===== config.mk =====
export PLATFORM = sky130hd
export DESIGN_NAME = clock_ctrl
export DESIGN_NICKNAME = d
export VERILOG_FILES = /design/src/rtl/clock_ctrl_pkg.sv /design/src/rtl/clock_ctrl_div.sv /design/src/rtl/clock_ctrl.sv
export SDC_FILE = /design/constraint.sdc
export NUM_CORES = 1
export LEC_CHECK = 0
export CAP_MARGIN = 20
export CORE_MARGIN = 1.5
export CORE_UTILIZATION = 61
export CTS_BUF_LIST = sky130_fd_sc_hd__clkbuf_2 sky130_fd_sc_hd__clkbuf_4 sky130_fd_sc_hd__clkbuf_8
export DETAILED_ROUTE_END_ITERATION = 16
export HOLD_SLACK_MARGIN = 0.1
export PLACE_DENSITY = 0.95
export SYNTH_ARGS = -nofsm -noshare
export SYNTH_HDL_FRONTEND = slang
export SYNTH_HIERARCHICAL = 1
export SYNTH_SLANG_ARGS = --single-unit

===== constraint.sdc =====
create_clock -name speed_clock -period 11.9 [get_ports speed_clock]
set_clock_uncertainty 0.05 [all_clocks]
set_input_delay 3.57 -clock speed_clock [delete_from_list [all_inputs] [get_ports speed_clock]]
set_output_delay 3.57 -clock speed_clock [all_outputs]
set_load 0.01 [all_outputs]

===== src/rtl/clock_ctrl_pkg.sv =====
// Shared constants for the clock_ctrl run/halt/single-step controller:
// state encodings and the default counter width and half-period.
package clock_ctrl_pkg;

    localparam int          CLK_CNT_W       = 27;
    localparam int unsigned CLK_DIV_DEFAULT = 2500000;

    localparam logic [1:0] HALT = 2'd0;
    localparam logic [1:0] RUN  = 2'd1;
    localparam logic [1:0] STEP = 2'd2;

endpackage


===== src/rtl/clock_ctrl_div.sv =====
// Programmable half-period counter with a registered toggle output.
// A clear forces both the counter and the toggle low, overriding any terminal count.
module clock_ctrl_div
    import clock_ctrl_pkg::*;
#(
    parameter int CNT_W = CLK_CNT_W
) (
    input  logic             speed_clock,
    input  logic             reset,
    input  logic             enable,
    input  logic             clear,
    input  logic [CNT_W-1:0] half_period,
    output logic             terminal,
    output logic             toggle
);

    logic [CNT_W-1:0] count;

    assign terminal = enable && (count == half_period - CNT_W'(1));

    always_ff @(posedge speed_clock) begin
        if (reset || clear) begin
            count  <= '0;
            toggle <= 1'b0;
        end else if (enable) begin
            if (terminal) begin
                count  <= '0;
                toggle <= ~toggle;
            end else begin
                count <= count + CNT_W'(1);
            end
        end
    end

endmodule


===== src/rtl/clock_ctrl.sv =====
// Run/halt/single-step controller around clock_ctrl_div with a load/ack divisor handshake.
// Optional tick counter enabled by defining CLK_CTRL_TICK_COUNT_EN.
module clock_ctrl
    import clock_ctrl_pkg::*;
#(
    parameter int          CNT_W       = CLK_CNT_W,
    parameter int unsigned DIV_DEFAULT = CLK_DIV_DEFAULT
) (
    input  logic             speed_clock,
    input  logic             reset,
    input  logic             run_req,
    input  logic             halt_req,
    input  logic             step_req,
    input  logic [CNT_W-1:0] div_val,
    input  logic             div_load,
    output logic             div_ack,
    output logic             div_err,
    output logic             low_clock,
    output logic             tick,
    output logic [1:0]       state,
    output logic [15:0]      tick_count
);

    logic [CNT_W-1:0] active_div;
    logic [CNT_W-1:0] pend_div;
    logic             pend_valid;
    logic             halt_pend;
    logic             counting;
    logic             terminal;
    logic             halt_low;
    logic             fall_now;
    logic             rise_now;
    logic             apply_div;
    logic             load_ok;

    assign counting  = (state == RUN) || (state == STEP);
    // A halt during the low phase stops at once; the clear also suppresses a pending rise.
    assign halt_low  = counting && halt_req && !low_clock;
    assign fall_now  = terminal && low_clock;
    assign rise_now  = terminal && !low_clock && !halt_low;
    assign apply_div = pend_valid && ((state == HALT) || terminal);
    assign load_ok   = div_load && (div_val != '0);

    clock_ctrl_div #(
        .CNT_W(CNT_W)
    ) u_div (
        .speed_clock(speed_clock),
        .reset      (reset),
        .enable     (counting),
        .clear      (!counting || halt_low),
        .half_period(active_div),
        .terminal   (terminal),
        .toggle     (low_clock)
    );

    always_ff @(posedge speed_clock) begin
        if (reset) begin
            state     <= HALT;
            halt_pend <= 1'b0;
        end else begin
            case (state)
                HALT: begin
                    halt_pend <= 1'b0;
                    if (!halt_req && step_req) begin
                        state <= STEP;
                    end else if (!halt_req && run_req) begin
                        state <= RUN;
                    end
                end
                RUN, STEP: begin
                    // A step ends on its own falling edge, exactly like a deferred halt.
                    if (halt_low || (fall_now && (halt_pend || halt_req || state == STEP))) begin
                        state     <= HALT;
                        halt_pend <= 1'b0;
                    end else if (halt_req) begin
                        halt_pend <= 1'b1;
                    end
                end
                default: begin
                    state     <= HALT;
                    halt_pend <= 1'b0;
                end
            endcase
        end
    end

    always_ff @(posedge speed_clock) begin
        if (reset) begin
            tick <= 1'b0;
        end else begin
            tick <= rise_now;
        end
    end

    always_ff @(posedge speed_clock) begin
        if (reset) begin
            active_div <= CNT_W'(DIV_DEFAULT);
            pend_div   <= '0;
            pend_valid <= 1'b0;
            div_ack    <= 1'b0;
            div_err    <= 1'b0;
        end else begin
            div_ack <= apply_div;
            div_err <= div_load && (div_val == '0);
            if (apply_div) begin
                active_div <= pend_div;
            end
            // A fresh load wins over clearing the pending flag so it is not lost.
            if (load_ok) begin
                pend_div   <= div_val;
                pend_valid <= 1'b1;
            end else if (apply_div) begin
                pend_valid <= 1'b0;
            end
        end
    end

`ifdef CLK_CTRL_TICK_COUNT_EN
    always_ff @(posedge speed_clock) begin
        if (reset) begin
            tick_count <= '0;
        end else if (tick) begin
            tick_count <= tick_count + 16'd1;
        end
    end
`else
    assign tick_count = '0;
`endif

endmodule


# Word-level counts from Yosys, hierarchy flattened
# Cells that the tools add are included.
# Widths: inputs -> output; s select.
# op_classes
addsub	2
n_mux	7
n_bitwise	2
n_reduce_logical	31
n_eq_ne	5
# ops
cell	n
$add 27x1->27 const B	1
$eq 27x27->1	1
$logic_not 27->1	1
$mux 27	1
$reduce_bool 27->1	1
$sub 27x1->27 const B	1
$logic_and 1x1->1	12
$logic_or 1x1->1	7
$mux 2	3
$logic_not 1->1	4
$pmux 2 s2	1
$reduce_and 2->1	2
$ne 3x1->1 const B	1
$reduce_or 3->1	1
$eq 2x1->1 const B	1
$eq 2x2->1 const B	1
$logic_not 2->1	1
$mux 1	2
$ne 2x2->1 const B	1
$not 1->1	2
$reduce_bool 2->1	1
$reduce_or 2->1	1
# totals
register_bits	89
elab_cells	57
input_bits	33
output_inout_bits	22

# Logic depth before layout (Yosys ltp)
# Gate-level depths: netlist of run 1.
# depth
ltp_word	8
depth_mapped	14
mapped_depth_nobuf	12

# Hierarchy
# The synthesis of run 1 kept the hierarchy.
# by_module_without_submodules
module	area_per_inst_um2	n_inst	cells_per_inst	seq_area_each_um2
clock_ctrl	2496.1	1	294	1221.2
clock_ctrl_div	2309.7	1	298	560.5

# Least setup slack after synthesis of run 1
# Ideal clock, no wire load.
# synth_path
path_type	input -> register
start	input port div_val[21]
end	register pend_valid
n_path_buf	2
setup_time_ns	0.115
path_slack_ns	7.125
t_arrival_ns	4.611
path_stages	6
required_time_ns	11.735
path_cell_list	nor4_1 nand4_1 o21a_1 buf_6 buf_8 o21a_1
# synth_between
elab_chain_len	3
word_cells_on_any_way	4
classes_between	1 x mux; 3 x reduce/logical
# synth_lines
item	line	text
start, declared	clock_ctrl.sv:14	input logic [CNT_W-1:0] div_val,
$reduce_bool 27->1 (*)	clock_ctrl.sv:42	assign load_ok = div_load && (div_val != '0);
$logic_and 1x1->1 (*)	clock_ctrl.sv:42	
$mux 1 / $reduce_bool 2->1 (equally long branches)	--	
end signal, assigned	clock_ctrl.sv:99	pend_valid <= 1'b0;
end signal, assigned	clock_ctrl.sv:111	pend_valid <= 1'b1;
end signal, assigned	clock_ctrl.sv:113	pend_valid <= 1'b0;
end, declared	clock_ctrl.sv:26	logic pend_valid;
# Mark *: on every way between the ends. The rest lies on a longest branch, timed or not.
# A chain may end at the register's enable or synchronous reset.

==> results.json, run 1 <==
{
  "std_cell_rows": 32,
  "postSynthRegisterBits": 89,
  "routed_wirelength_mm": 10.7,
  "diodes": 0,
  "peak_supply_drop_mv": 0.0855,
  "maximum_number_of_pins_on_one_net_before_global_route_repair": 62,
  "drt_pre_antenna_iters": 6,
  "timing.critical_path.buf_inv": 3,
  "stdcell_area_um2": 5310,
  "synth_edf_count": 0,
  "hold_path_startpoint": "pend_div[16]$_SDFFE_PP0P_",
  "power.density_cell_area_nw_per_um2": 115,
  "postCtsHoldBufs": 0,
  "final-hold-violation-count": 0,
  "cts_inserted_buffers": 9,
  "final_tns_setup_ps": 0,
  "wl_per_cell_um": 14.8,
  "critical_path_depth": 5,
  "place_area_um2": 5110,
  "avgSynthCellArea_um2": 8.12,
  "critPathRequiredTime_ps": 12080,
  "cts_num_sinks": 89,
  "ctsResizeCount": 0,
  "maxSlewViolCount": 0,
  "setup.worst_path.start": "reset",
  "postCtsSetupBuffers": 0,
  "run_status": "finished, final reports clean",
  "number_of_nets_in_the_layout": 651,
  "finalSetupViolCount": 0,
  "async_flop_share_pct": 0,
  "ctsHtreeMaxLevel": 3,
  "timing.final.crit_share_pct": 46.9,
  "global_route.overflow_total": 0,
  "worst_pin_slew_ps": 901,
  "wire_length_of_the_first_global_routing_pass_mm": 18.0,
  "cts-root-to-sink-buffers": 2,
  "detail-route-antenna-nets": 0,
  "max_freq_ghz": 0.179,
  "crit_chain": "clkdlybuf4s50_1 > clkinv_1 > buf_4 > nand2_1 > mux2i_1",
  "design.die.area_um2": 8420,
  "grt_setup_unrepaired": "no",
  "worstSetupPathType": "in2reg",
  "hp-class": "reg2reg",
  "worstPathMaxFanout": 61,
  "place.gp.congestion": 0.851,
  "holdPathEnd": "pend_div[16]$_SDFFE_PP0P_",
  "worst_r2r_startpoint": "active_div[3]$_SDFFE_PP0P_",
  "rr_worst_depth": 10,
  "synthesis.yosys.warnings": 6,
  "initial_antenna_violation_count": 0,
  "final.min_clock_period_ps": 5580,
  "detailedPlacementHpwl_mm": 7.65,
  "flow.area_growth_from_synthesis_pct": 10.5,
  "timing.reg2reg.setup_slack_ps": 7100,
  "die-width_um": 91.8,
  "synth_ff_type": "sky130_fd_sc_hd__dfxtp_1",
  "clock_tree_from_tritoncts": "built",
  "synth_largest_area_cell": "sky130_fd_sc_hd__dfxtp_1",
  "synthDominantCellAreaShare_pct": 37.1,
  "cts_root_buf": "sky130_fd_sc_hd__clkbuf_8",
  "count_of_mapped_cells_out_of_synthesis": 592,
  "dominant_cells_by_area_after_synthesis": "sky130_fd_sc_hd__dfxtp_1, sky130_fd_sc_hd__nand2_1, sky130_fd_sc_hd__xnor2_1, sky130_fd_sc_hd__mux2i_1, sky130_fd_sc_hd__nor2_1",
  "worst_skew_pair.late_latency_ps": 370,
  "timing.critical_path.from_type": "primary input",
  "vias": 4271,
  "clk_transition_reported_paths_ps": 90,
  "portBuffers": 38,
  "final_cells": 720,
  "top_level_ports": 55,
  "timing.critical_path.max_delay_family": "buffers and inverters",
  "core_region_area_um2": 7690,
  "whs_path_depth": 2,
  "netlist_area_um2": 4810,
  "die_height_um": 91.8,
  "worstPathArrival_ps": 5760,
  "synth_cell_type_count": 61,
  "number_of_global_route_vias_before_repair": 3923,
  "detail_route.drc_violations": 0,
  "total_leakage_power_nw": 1.84,
  "dp_cells": 705,
  "globalRouteTotalUtil_pct": 26.2,
  "drt_iter0_drc": 503,
  "initial_core_util_pct": 62.5,
  "worst_slew_margin_rel_pct": 39.4,
  "post_route_cells_drive_above_1_share_pct": 4.37,
  "critical-path-slowest-cell": "sky130_fd_sc_hd__clkdlybuf4s50_1",
  "worst_r2r_endpoint": "active_div[19]$_SDFFE_PP0P_",
  "timing.critical_path.slowest_cell_delay_ps": 1040,
  "synth.yosys.seq_area_share_pct": 37.1,
  "drt-vias-per-instance": 5.93,
  "timing.critical_path.to_type": "flip-flop",
  "cap_viol_max_count": 0
}
==> Yosys cell counts (2+ instances only) <==
cell type	n
sky130_fd_sc_hd__nand2_1	123
sky130_fd_sc_hd__dfxtp_1	89
sky130_fd_sc_hd__nor2_1	46
sky130_fd_sc_hd__xnor2_1	36
sky130_fd_sc_hd__mux2i_1	27
sky130_fd_sc_hd__a21oi_1	26
sky130_fd_sc_hd__nand3_1	23
sky130_fd_sc_hd__clkbuf_1	19
sky130_fd_sc_hd__buf_4	18
sky130_fd_sc_hd__xor2_1	18
sky130_fd_sc_hd__inv_1	15
sky130_fd_sc_hd__nor4_1	12
sky130_fd_sc_hd__or4_1	12
sky130_fd_sc_hd__nand4_1	11
sky130_fd_sc_hd__nor3_1	9
sky130_fd_sc_hd__o21ai_0	9
sky130_fd_sc_hd__or3_1	8
sky130_fd_sc_hd__o211ai_1	6
sky130_fd_sc_hd__and3_1	5
sky130_fd_sc_hd__nor4b_1	5
sky130_fd_sc_hd__a211oi_1	4
sky130_fd_sc_hd__a31oi_1	4
sky130_fd_sc_hd__ha_1	4
sky130_fd_sc_hd__and4_1	3
sky130_fd_sc_hd__buf_2	3
sky130_fd_sc_hd__nand2b_1	3
sky130_fd_sc_hd__nand3b_1	3
sky130_fd_sc_hd__nand4b_1	3
sky130_fd_sc_hd__nor2b_1	3
sky130_fd_sc_hd__nor3b_1	3
sky130_fd_sc_hd__o21a_1	3
sky130_fd_sc_hd__o21ai_1	3
sky130_fd_sc_hd__a22oi_1	2
sky130_fd_sc_hd__and2_1	2
sky130_fd_sc_hd__buf_6	2
sky130_fd_sc_hd__o22ai_1	2
sky130_fd_sc_hd__o311ai_0	2
sky130_fd_sc_hd__o31a_1	2
sky130_fd_sc_hd__o31ai_1	2
==> registers in the layout, summed over array words and instances (netlist names) <==
register,flops
active_div,27
div_ack,1
div_err,1
halt_pend,1
pend_div,27
pend_valid,1
state,2
tick,1
u_div/count,27
u_div/toggle,1
==> cells in the final DEF, fill, tap and decap left out, types with 4 or more instances in the layout <==
cell                              count
sky130_fd_sc_hd__a211oi_1             4
sky130_fd_sc_hd__a21oi_1             26
sky130_fd_sc_hd__a31oi_1              4
sky130_fd_sc_hd__and3_1               5
sky130_fd_sc_hd__clkbuf_8            10
sky130_fd_sc_hd__clkdlybuf4s50_1     38
sky130_fd_sc_hd__conb_1              16
sky130_fd_sc_hd__dfxtp_1             89
sky130_fd_sc_hd__ha_1                 4
sky130_fd_sc_hd__inv_1               14
sky130_fd_sc_hd__mux2i_1             27
sky130_fd_sc_hd__nand2_1            123
sky130_fd_sc_hd__nand3_1             23
sky130_fd_sc_hd__nand4_1             11
sky130_fd_sc_hd__nor2_1              46
sky130_fd_sc_hd__nor3_1               9
sky130_fd_sc_hd__nor4_1              12
sky130_fd_sc_hd__nor4b_1              5
sky130_fd_sc_hd__o211ai_1             6
sky130_fd_sc_hd__o21ai_0              9
sky130_fd_sc_hd__or3_1                8
sky130_fd_sc_hd__or4_1               12
sky130_fd_sc_hd__xnor2_1             36
sky130_fd_sc_hd__xor2_1              18
==> logic make-up after synthesis <==
family | share of synthesized area, %
XOR/XNOR | 9.84
multiplexers | 5.62
flip-flops | 37.1
AO/OA/AOI/OAI | 10.4
buffers and inverters | 7.06
AND/OR/NAND/NOR | 28.9
other | 0.0780
adder cells (fa/ha/maj) | 1.04
==> metrics by stage <==
step | setup slack (ps) | hold WS (ps) | util, % | power (mW)
3_5_place_dp | 6040 | 401 | 66.5 | 0.401
6_report | 6320 | 415 | 69.1 | 0.613
2_1_floorplan | 7120 | 379 | - | 0.380
5_1_grt | 6170 | 425 | 69.1 | 0.636
4_1_cts | 6350 | 414 | 69.1 | 0.611
3_3_place_gp | 6140 | 394 | 66.5 | 0.397
==> routing by layer <==
layer	global-route usage (%)	share of wire [%]	vias to the layer above
met1	33.0	43	1976
li1	-	-	2066
met5	0	0	-
met2	44.0	48	192
met4	12.1	3.2	0
met3	3.90	6.1	37
==> worst max-delay path by stage <==
stage	end	slack (ps)
detailed placement	pend_div[13]$_SDFFE_PP0P_	6040
floorplan	pend_valid$_SDFFE_PP0P_	7120
global route	pend_div[1]$_SDFFE_PP0P_	6170
global placement	pend_div[14]$_SDFFE_PP0P_	6140
finish	pend_div[1]$_SDFFE_PP0P_	6320
CTS	pend_div[1]$_SDFFE_PP0P_	6350
==> area by class of cell <==
| cell class | instances | area (µm²) |
|---|---|---|
| Fill cell | 595 | 2380 |
| Clock inverter | 5 | 63.8 |
| Tap cell | 102 | 128 |
| Multi-Input combinational cell | 458 | 2740 |
| Timing Repair Buffer | 41 | 403 |
| Clock buffer | 10 | 138 |
| Sequential cell | 89 | 1780 |
| Inverter | 15 | 56.3 |
==> worst reg2reg max path, cell delays in order (launching register included) <==
cell and delay (ps):
sky130_fd_sc_hd__dfxtp_1 400, sky130_fd_sc_hd__nor4_1 820, sky130_fd_sc_hd__nand4_2 430, sky130_fd_sc_hd__xnor2_1 270, sky130_fd_sc_hd__o22a_1 180, sky130_fd_sc_hd__or4_1 520, sky130_fd_sc_hd__or4_1 580, sky130_fd_sc_hd__nor2_1 340
sky130_fd_sc_hd__o21a_1 760, sky130_fd_sc_hd__nand2_1 160, sky130_fd_sc_hd__a21oi_1 200
==> power breakdown <==
part           leakage [nW]  switching, mW  internal (mW)
registers             0.726         0.0126          0.309
clock network        0.0994          0.113          0.104
logic                  1.01         0.0432         0.0324
Note: power is estimated with default switching activity, not from simulation.
==> run 2, diff against run 1 <==
- CORE_UTILIZATION: 61 -> 53
- PLACE_DENSITY: 0.95 -> 0.91
- clock period: 11.9 -> 5.1 ns (I/O delays scaled with it)
==> run 2 against run 1 <==
Count of clock-buffer cells in the layout did not move. Total power rose by 130%. Sequential power rose by 130%. Sequential cell count did not move. Sequential share of layout area fell by 0.34 points. Critical path depth rose by 5. Largest power group unchanged.
==> results.json, run 2 (same netlist as run 1, synthesis figures left out) <==
{
  "critical-path-slowest-cell": "sky130_fd_sc_hd__nor4_1",
  "timing.critical_path.from_type": "flip-flop",
  "critical-path-top-cell-by-count": "sky130_fd_sc_hd__or4_1",
  "global_route.overflow_total": 0,
  "detail_route.drc_violations": 0,
  "timing.critical_path.slowest_cell_delay_ps": 730,
  "largest_registers": "active_div: 27 flops, pend_div: 27 flops, u_div/count: 27 flops",
  "initial_core_util_pct": 54.8,
  "crit_chain": "nor4_1 > nand4_2 > xnor2_1 > o22a_1 > or4_1 > or4_1 > nor2_1 > o21a_1 > nand2_1 > a21oi_1",
  "critPathRequiredTime_ps": 5330,
  "final_cells": 730,
  "finalHoldWorstSlack_ps": 410,
  "finalSetupViolCount": 0,
  "ctsResizeCount": 0,
  "cts-root-to-sink-buffers": 2,
  "layout.filler_cells": 707,
  "multi_input_area_um2": 2740,
  "cts_root_buf": "sky130_fd_sc_hd__clkbuf_8",
  "layout_commonest_cell": "sky130_fd_sc_hd__nand2_1",
  "max_freq_ghz": 0.221,
  "power_switching_share_pct": 27.4,
  "detailedPlacementHpwl_mm": 7.60,
  "place.gp.congestion": 0.816,
  "number_of_nets_in_the_layout": 654,
  "detail-route-antenna-nets": 0,
  "combPwrFrac_pct": 12.4,
  "worst_pin_slew_ps": 859,
  "cap_viol_max_count": 0,
  "ctsHtreeMaxLevel": 3,
  "power.density_cell_area_nw_per_um2": 266,
  "routed_wirelength_mm": 10.6,
  "worst_skew_pair.late_latency_ps": 360,
  "number_of_global_route_vias_before_repair": 3971,
  "peak_supply_drop_mv": 0.168,
  "initial_antenna_violation_count": 0,
  "register_area_um2": 1780,
  "hp-class": "reg2reg",
  "maxSlewViolCount": 0,
  "drt_pre_antenna_iters": 5,
  "layout_setup_ws_ps": 572,
  "postCtsHoldBufs": 0,
  "top_level_ports": 55,
  "die_height_um": 98.2,
  "run_status": "finished, final reports clean",
  "design.die.area_um2": 9650,
  "diodes": 0,
  "core_region_area_um2": 8760,
  "timing.critical_path.to_type": "flip-flop",
  "clk_transition_reported_paths_ps": 90,
  "flow.area_growth_from_synthesis_pct": 11.6,
  "die-width_um": 98.2,
  "clkPwrFrac_pct": 35.1,
  "worstPathArrival_ps": 4760,
  "mostFrequentLayoutCells": "sky130_fd_sc_hd__nand2_1, sky130_fd_sc_hd__dfxtp_1, sky130_fd_sc_hd__nor2_1",
  "std_cell_rows": 34,
  "dp_cells": 713,
  "worst_slew_margin_rel_pct": 42.8,
  "wire_length_of_the_first_global_routing_pass_mm": 18.1,
  "final.min_clock_period_ps": 4530,
  "clock_tree_from_tritoncts": "built",
  "worstSetupPathType": "reg2reg",
  "wl_per_cell_um": 14.5,
  "final-hold-violation-count": 0,
  "timing.final.crit_share_pct": 88.8,
  "drt_iter0_drc": 524,
  "dp_slack_ps": 708,
  "cts_num_sinks": 89,
  "drt-vias-per-instance": 5.92,
  "total_power_draw_mw": 1.43,
  "total_leakage_power_nw": 1.86,
  "globalRouteTotalUtil_pct": 22.4,
  "post_route_cells_drive_above_1_share_pct": 4.98,
  "vias": 4321,
  "cts_inserted_buffers": 9,
  "maximum_number_of_pins_on_one_net_before_global_route_repair": 43,
  "postCtsSetupBuffers": 0,
  "share_seq_of_total_power_pct": 52.5,
  "internal_power_mw": 1.04,
  "worstPathMaxFanout": 27,
  "final_tns_setup_ps": 0,
  "power.net_switching_mw": 0.391,
  "portBuffers": 38,
  "grt_setup_unrepaired": "no"
}
-- run 2: through the flow --
step           util (%)  instance area, µm²
2_1_floorplan         -                4860
3_3_place_gp       58.6                5130
3_5_place_dp       58.6                5130
4_1_cts            60.9                5340
5_1_grt            61.2                5370
6_report           61.2                5370
-- run 2: routing by layer --
metal	share of wire [%]	up-vias	global-route usage (%)	wire [µm]
met1	43	2018	28.9	4580
li1	-	2075	-	-
met3	6.6	28	3.22	701
met5	0	-	0	0
met4	2.5	0	8.78	266
met2	47	200	37.8	5010
-- run 2: final timing paths --
path,from,to,slack (ps),depth (start not counted)
worst max-delay path,active_div[3]$_SDFFE_PP0P_,active_div[0]$_SDFFE_PP0P_,570,10
worst min-delay path,pend_div[16]$_SDFFE_PP0P_,active_div[16]$_SDFFE_PP0P_,410,2
worst max register to register,active_div[3]$_SDFFE_PP0P_,active_div[0]$_SDFFE_PP0P_,570,10
worst min register to register,pend_div[16]$_SDFFE_PP0P_,active_div[16]$_SDFFE_PP0P_,410,2
-- run 2: area by class of cell --
cell class / count / share of cell area, %
clock buffer: 10 / 2.45
clock inverter: 6 / 1.38
inverter: 15 / 1.05
multi-input combinational: 458 / 51.1
sequential: 89 / 33.2
tap: 108 / 2.52
timing repair buffer: 44 / 8.30
-- run 2: worst max-delay path, delay by kind of cell, from the launching register on --
family	cells	cell delay [ps]
and+or+nand+nor	6	2650
AOI/OAI and AO/OA	3	1090
DFF	1	400
xor gates and xnor gates	1	250
-- run 2: power by group through the flow --
stage                     clock network, mW  logic (mW)  registers, mW
final                                 0.501       0.177          0.750
after detailed placement                  0       0.171          0.765
after global placement                    0       0.164          0.763
after floorplan                           0       0.132          0.754
after global routing                  0.538       0.195          0.754
after CTS                             0.506       0.173          0.749
==> run 3, diff against run 2 <==
- ABC_AREA: default -> 1
- CORE_UTILIZATION: 53 -> 54
==> run 3 against run 2 <==
Total power increased by 24%. Register-to-register slack improved by 870 ps. Clock power decreased by 2%. Count of clock-buffer cells in the layout unchanged. Sequential power increased by 8.5%. Cell area increased by 12%. Die area increased by 11%. Area after synthesis increased by 13%. Hold slack improved by 15 ps. Synthesized cell count increased by 45%. Highest routed layer unchanged.
==> results.json, run 3 <==
{
  "final_tns_setup_ps": 0,
  "layout_setup_ws_ps": 1440,
  "holdPathEnd": "active_div[17]$_SDFFE_PP1P_",
  "maxSlewViolCount": 0,
  "worst_r2r_startpoint": "active_div[0]$_SDFFE_PP0P_",
  "drt_pre_antenna_iters": 5,
  "detailedPlacementHpwl_mm": 9.28,
  "wl_per_cell_um": 11.7,
  "final-hold-violation-count": 0,
  "dp_slack_ps": 1570,
  "async_flop_share_pct": 0,
  "power_switching_share_pct": 34.4,
  "top_level_ports": 55,
  "finalSetupViolCount": 0,
  "met1_usage_pct": 31.0,
  "ctsResizeCount": 0,
  "routed_wirelength_mm": 11.9,
  "grt_setup_unrepaired": "no",
  "worstPathArrival_ps": 3840,
  "largest_registers": "active_div: 27 flops, pend_div: 27 flops, u_div/count: 27 flops",
  "max_freq_ghz": 0.273,
  "dominant_cells_by_area_after_synthesis": "sky130_fd_sc_hd__dfxtp_1, sky130_fd_sc_hd__nor2_1, sky130_fd_sc_hd__nand2_1, sky130_fd_sc_hd__inv_1, sky130_fd_sc_hd__nand3_1",
  "worstPathMaxFanout": 29,
  "synth.yosys.seq_area_share_pct": 32.7,
  "number_of_nets_in_the_layout": 920,
  "flow.area_growth_from_synthesis_pct": 10.3,
  "clock_tree_from_tritoncts": "built",
  "detail-route-antenna-nets": 0,
  "hp-class": "reg2reg",
  "die-width_um": 103,
  "combPwrFrac_pct": 26.5,
  "vias": 5185,
  "ctsHtreeMaxLevel": 3,
  "synthDominantCellAreaShare_pct": 32.7,
  "clk_transition_reported_paths_ps": 90,
  "synth_compound_gate_area_share_pct": 4.51,
  "std_cell_rows": 36,
  "cts_root_buf": "sky130_fd_sc_hd__clkbuf_8",
  "layout.filler_cells": 902,
  "timing.final.crit_share_pct": 71.8,
  "worst_slew_margin_rel_pct": 36.3,
  "power.density_cell_area_nw_per_um2": 296,
  "met2_usage_pct": 42.0,
  "design.die.area_um2": 10700,
  "whs_path_depth": 2,
  "total_power_draw_mw": 1.78,
  "cts_num_sinks": 89,
  "die_height_um": 103,
  "portBuffers": 38,
  "core_region_area_um2": 9770,
  "synth_simple_gate_area_share_pct": 43.8,
  "layout_commonest_cell": "sky130_fd_sc_hd__nor2_1",
  "rr_worst_depth": 18,
  "drt_iter0_drc": 283,
  "global_route.overflow_total": 0,
  "hold_path_startpoint": "pend_div[17]$_SDFFE_PP0P_",
  "postCtsHoldBufs": 0,
  "critPathRequiredTime_ps": 5280,
  "worstSetupPathType": "reg2reg",
  "initial_antenna_violation_count": 0,
  "detail_route.drc_violations": 0,
  "diodes": 0,
  "total_leakage_power_nw": 2.68,
  "post_synth_fa_ha_maj_area_fraction_pct": 0.920,
  "synth_cell_type_count": 40,
  "worst_pin_slew_ps": 954,
  "timing.critical_path.from_type": "flip-flop",
  "synth_ff_type": "sky130_fd_sc_hd__dfxtp_1",
  "grt.busiest_layer": "met2",
  "mostFrequentLayoutCells": "sky130_fd_sc_hd__nor2_1, sky130_fd_sc_hd__nand2_1, sky130_fd_sc_hd__inv_1",
  "timing.reg2reg.setup_slack_ps": 1440,
  "synth.most_common_cell": "sky130_fd_sc_hd__nor2_1",
  "final.min_clock_period_ps": 3660,
  "cts-root-to-sink-buffers": 2,
  "count_of_mapped_cells_out_of_synthesis": 856,
  "postCtsSetupBuffers": 0,
  "power.net_switching_mw": 0.610,
  "internal_power_mw": 1.17,
  "grt_util_met3_pct": 2.89,
  "cap_viol_max_count": 0,
  "yosys.area_share.xor_xnor_pct": 6.28,
  "clkPwrFrac_pct": 27.7,
  "place.gp.congestion": 0.947,
  "drt-vias-per-instance": 5.08,
  "synth_largest_area_cell": "sky130_fd_sc_hd__dfxtp_1",
  "timing.critical_path.to_type": "flip-flop",
  "peak_supply_drop_mv": 0.188,
  "postSynthRegisterBits": 89,
  "avgSynthCellArea_um2": 6.36,
  "worst_skew_pair.late_latency_ps": 350,
  "synth_top_family_by_area": "simple AND/OR/NAND/NOR gates",
  "post_synth_most_frequent_cells": "sky130_fd_sc_hd__nor2_1, sky130_fd_sc_hd__nand2_1, sky130_fd_sc_hd__inv_1",
  "synth_edf_count": 0,
  "run_status": "finished, final reports clean",
  "share_seq_of_total_power_pct": 45.8,
  "maximum_number_of_pins_on_one_net_before_global_route_repair": 30,
  "cts_inserted_buffers": 9,
  "worst_r2r_endpoint": "active_div[6]$_SDFFE_PP0P_",
  "netlist_area_um2": 5440,
  "initial_core_util_pct": 55.7,
  "post_route_cells_drive_above_1_share_pct": 6.31,
  "number_of_global_route_vias_before_repair": 4729,
  "synthMuxAreaShare_pct": 0,
  "globalRouteTotalUtil_pct": 24.3,
  "synthesis.yosys.warnings": 6,
  "wire_length_of_the_first_global_routing_pass_mm": 20.7
}
run 3: worst max-delay path by stage:
| stage | start | end | slack (ps) | cells past startpoint |
|---|---|---|---|---|
| 3_3_place_gp | div_load | pend_div[23]$_SDFFE_PP0P_ | 1630 | 6 |
| 6_report | active_div[0]$_SDFFE_PP0P_ | active_div[6]$_SDFFE_PP0P_ | 1440 | 18 |
| 5_1_grt | active_div[0]$_SDFFE_PP0P_ | active_div[19]$_SDFFE_PP0P_ | 1060 | 18 |
| 3_5_place_dp | active_div[0]$_SDFFE_PP0P_ | active_div[12]$_SDFFE_PP0P_ | 1570 | 18 |
| 4_1_cts | active_div[0]$_SDFFE_PP0P_ | active_div[6]$_SDFFE_PP0P_ | 1470 | 18 |
| 2_1_floorplan | state[0]$_SDFFE_PP0P_ | active_div[20]$_SDFFE_PP0P_ | 2550 | 17 |
run 3: cell families (layout without fill, tap and decap cells):
kind of cell,Yosys count,after routing
buffers and inverters,138,155
AND/OR/NAND/NOR,539,539
flip-flops,89,89
other,1,16
adder cells (fa/ha/maj),4,4
XOR/XNOR,39,39
AO/OA/AOI/OAI,46,46
run 3: cell type report:
| cell class | count | area (µm²) | share of cell area (%) |
|---|---|---|---|
| Clock buffer | 10 | 138 | 2.29 |
| Clock inverter | 6 | 66.3 | 1.10 |
| Inverter | 98 | 368 | 6.13 |
| Multi-Input combinational cell | 644 | 3080 | 51.3 |
| Sequential cell | 89 | 1780 | 29.7 |
| Tap cell | 133 | 166 | 2.77 |
| Timing Repair Buffer | 41 | 403 | 6.71 |
run 3: power by group through the flow:
stage,clock network (mW),logic [mW],registers [mW]
after floorplan,0,0.369,0.810
after global placement,0,0.451,0.824
after detailed placement,0,0.464,0.828
after CTS,0.495,0.469,0.812
after global routing,0.530,0.535,0.822
final,0.492,0.470,0.814
run 3: layer usage:
| layer | routed length, µm | up-vias |
|---|---|---|
| met5 | 0 | - |
| met4 | 266 | 0 |
| met3 | 530 | 16 |
| met2 | 5750 | 154 |
| met1 | 5380 | 2322 |
| li1 | - | 2693 |
run 3: critical path, cell delays in order, from the launching register on:
cell and delay (ps):
sky130_fd_sc_hd__dfxtp_1 340, sky130_fd_sc_hd__inv_1 80, sky130_fd_sc_hd__ha_1 270, sky130_fd_sc_hd__nand2_2 130, sky130_fd_sc_hd__nor2_2 370, sky130_fd_sc_hd__nand2_1 150
sky130_fd_sc_hd__inv_2 100, sky130_fd_sc_hd__nand3_1 60, sky130_fd_sc_hd__nand2_1 60, sky130_fd_sc_hd__nand2_1 50, sky130_fd_sc_hd__nand2_1 50, sky130_fd_sc_hd__nor2_1 50
sky130_fd_sc_hd__nand3_2 180, sky130_fd_sc_hd__inv_1 110, sky130_fd_sc_hd__o21ai_1 140, sky130_fd_sc_hd__buf_4 270, sky130_fd_sc_hd__clkinv_1 600, sky130_fd_sc_hd__nor2_1 350
sky130_fd_sc_hd__nor2_1 90
run 3: stage by stage:
stage                     area (µm²)  std cells  util, %  hold WS [ps]
after floorplan                 5500        871        -           380
after global placement          5800       1005     59.3           390
after detailed placement        5800       1005     59.3           397
after CTS                       6000       1021     61.4           431
after global routing            6000       1021     61.4           459
final                           6000       1021     61.4           425
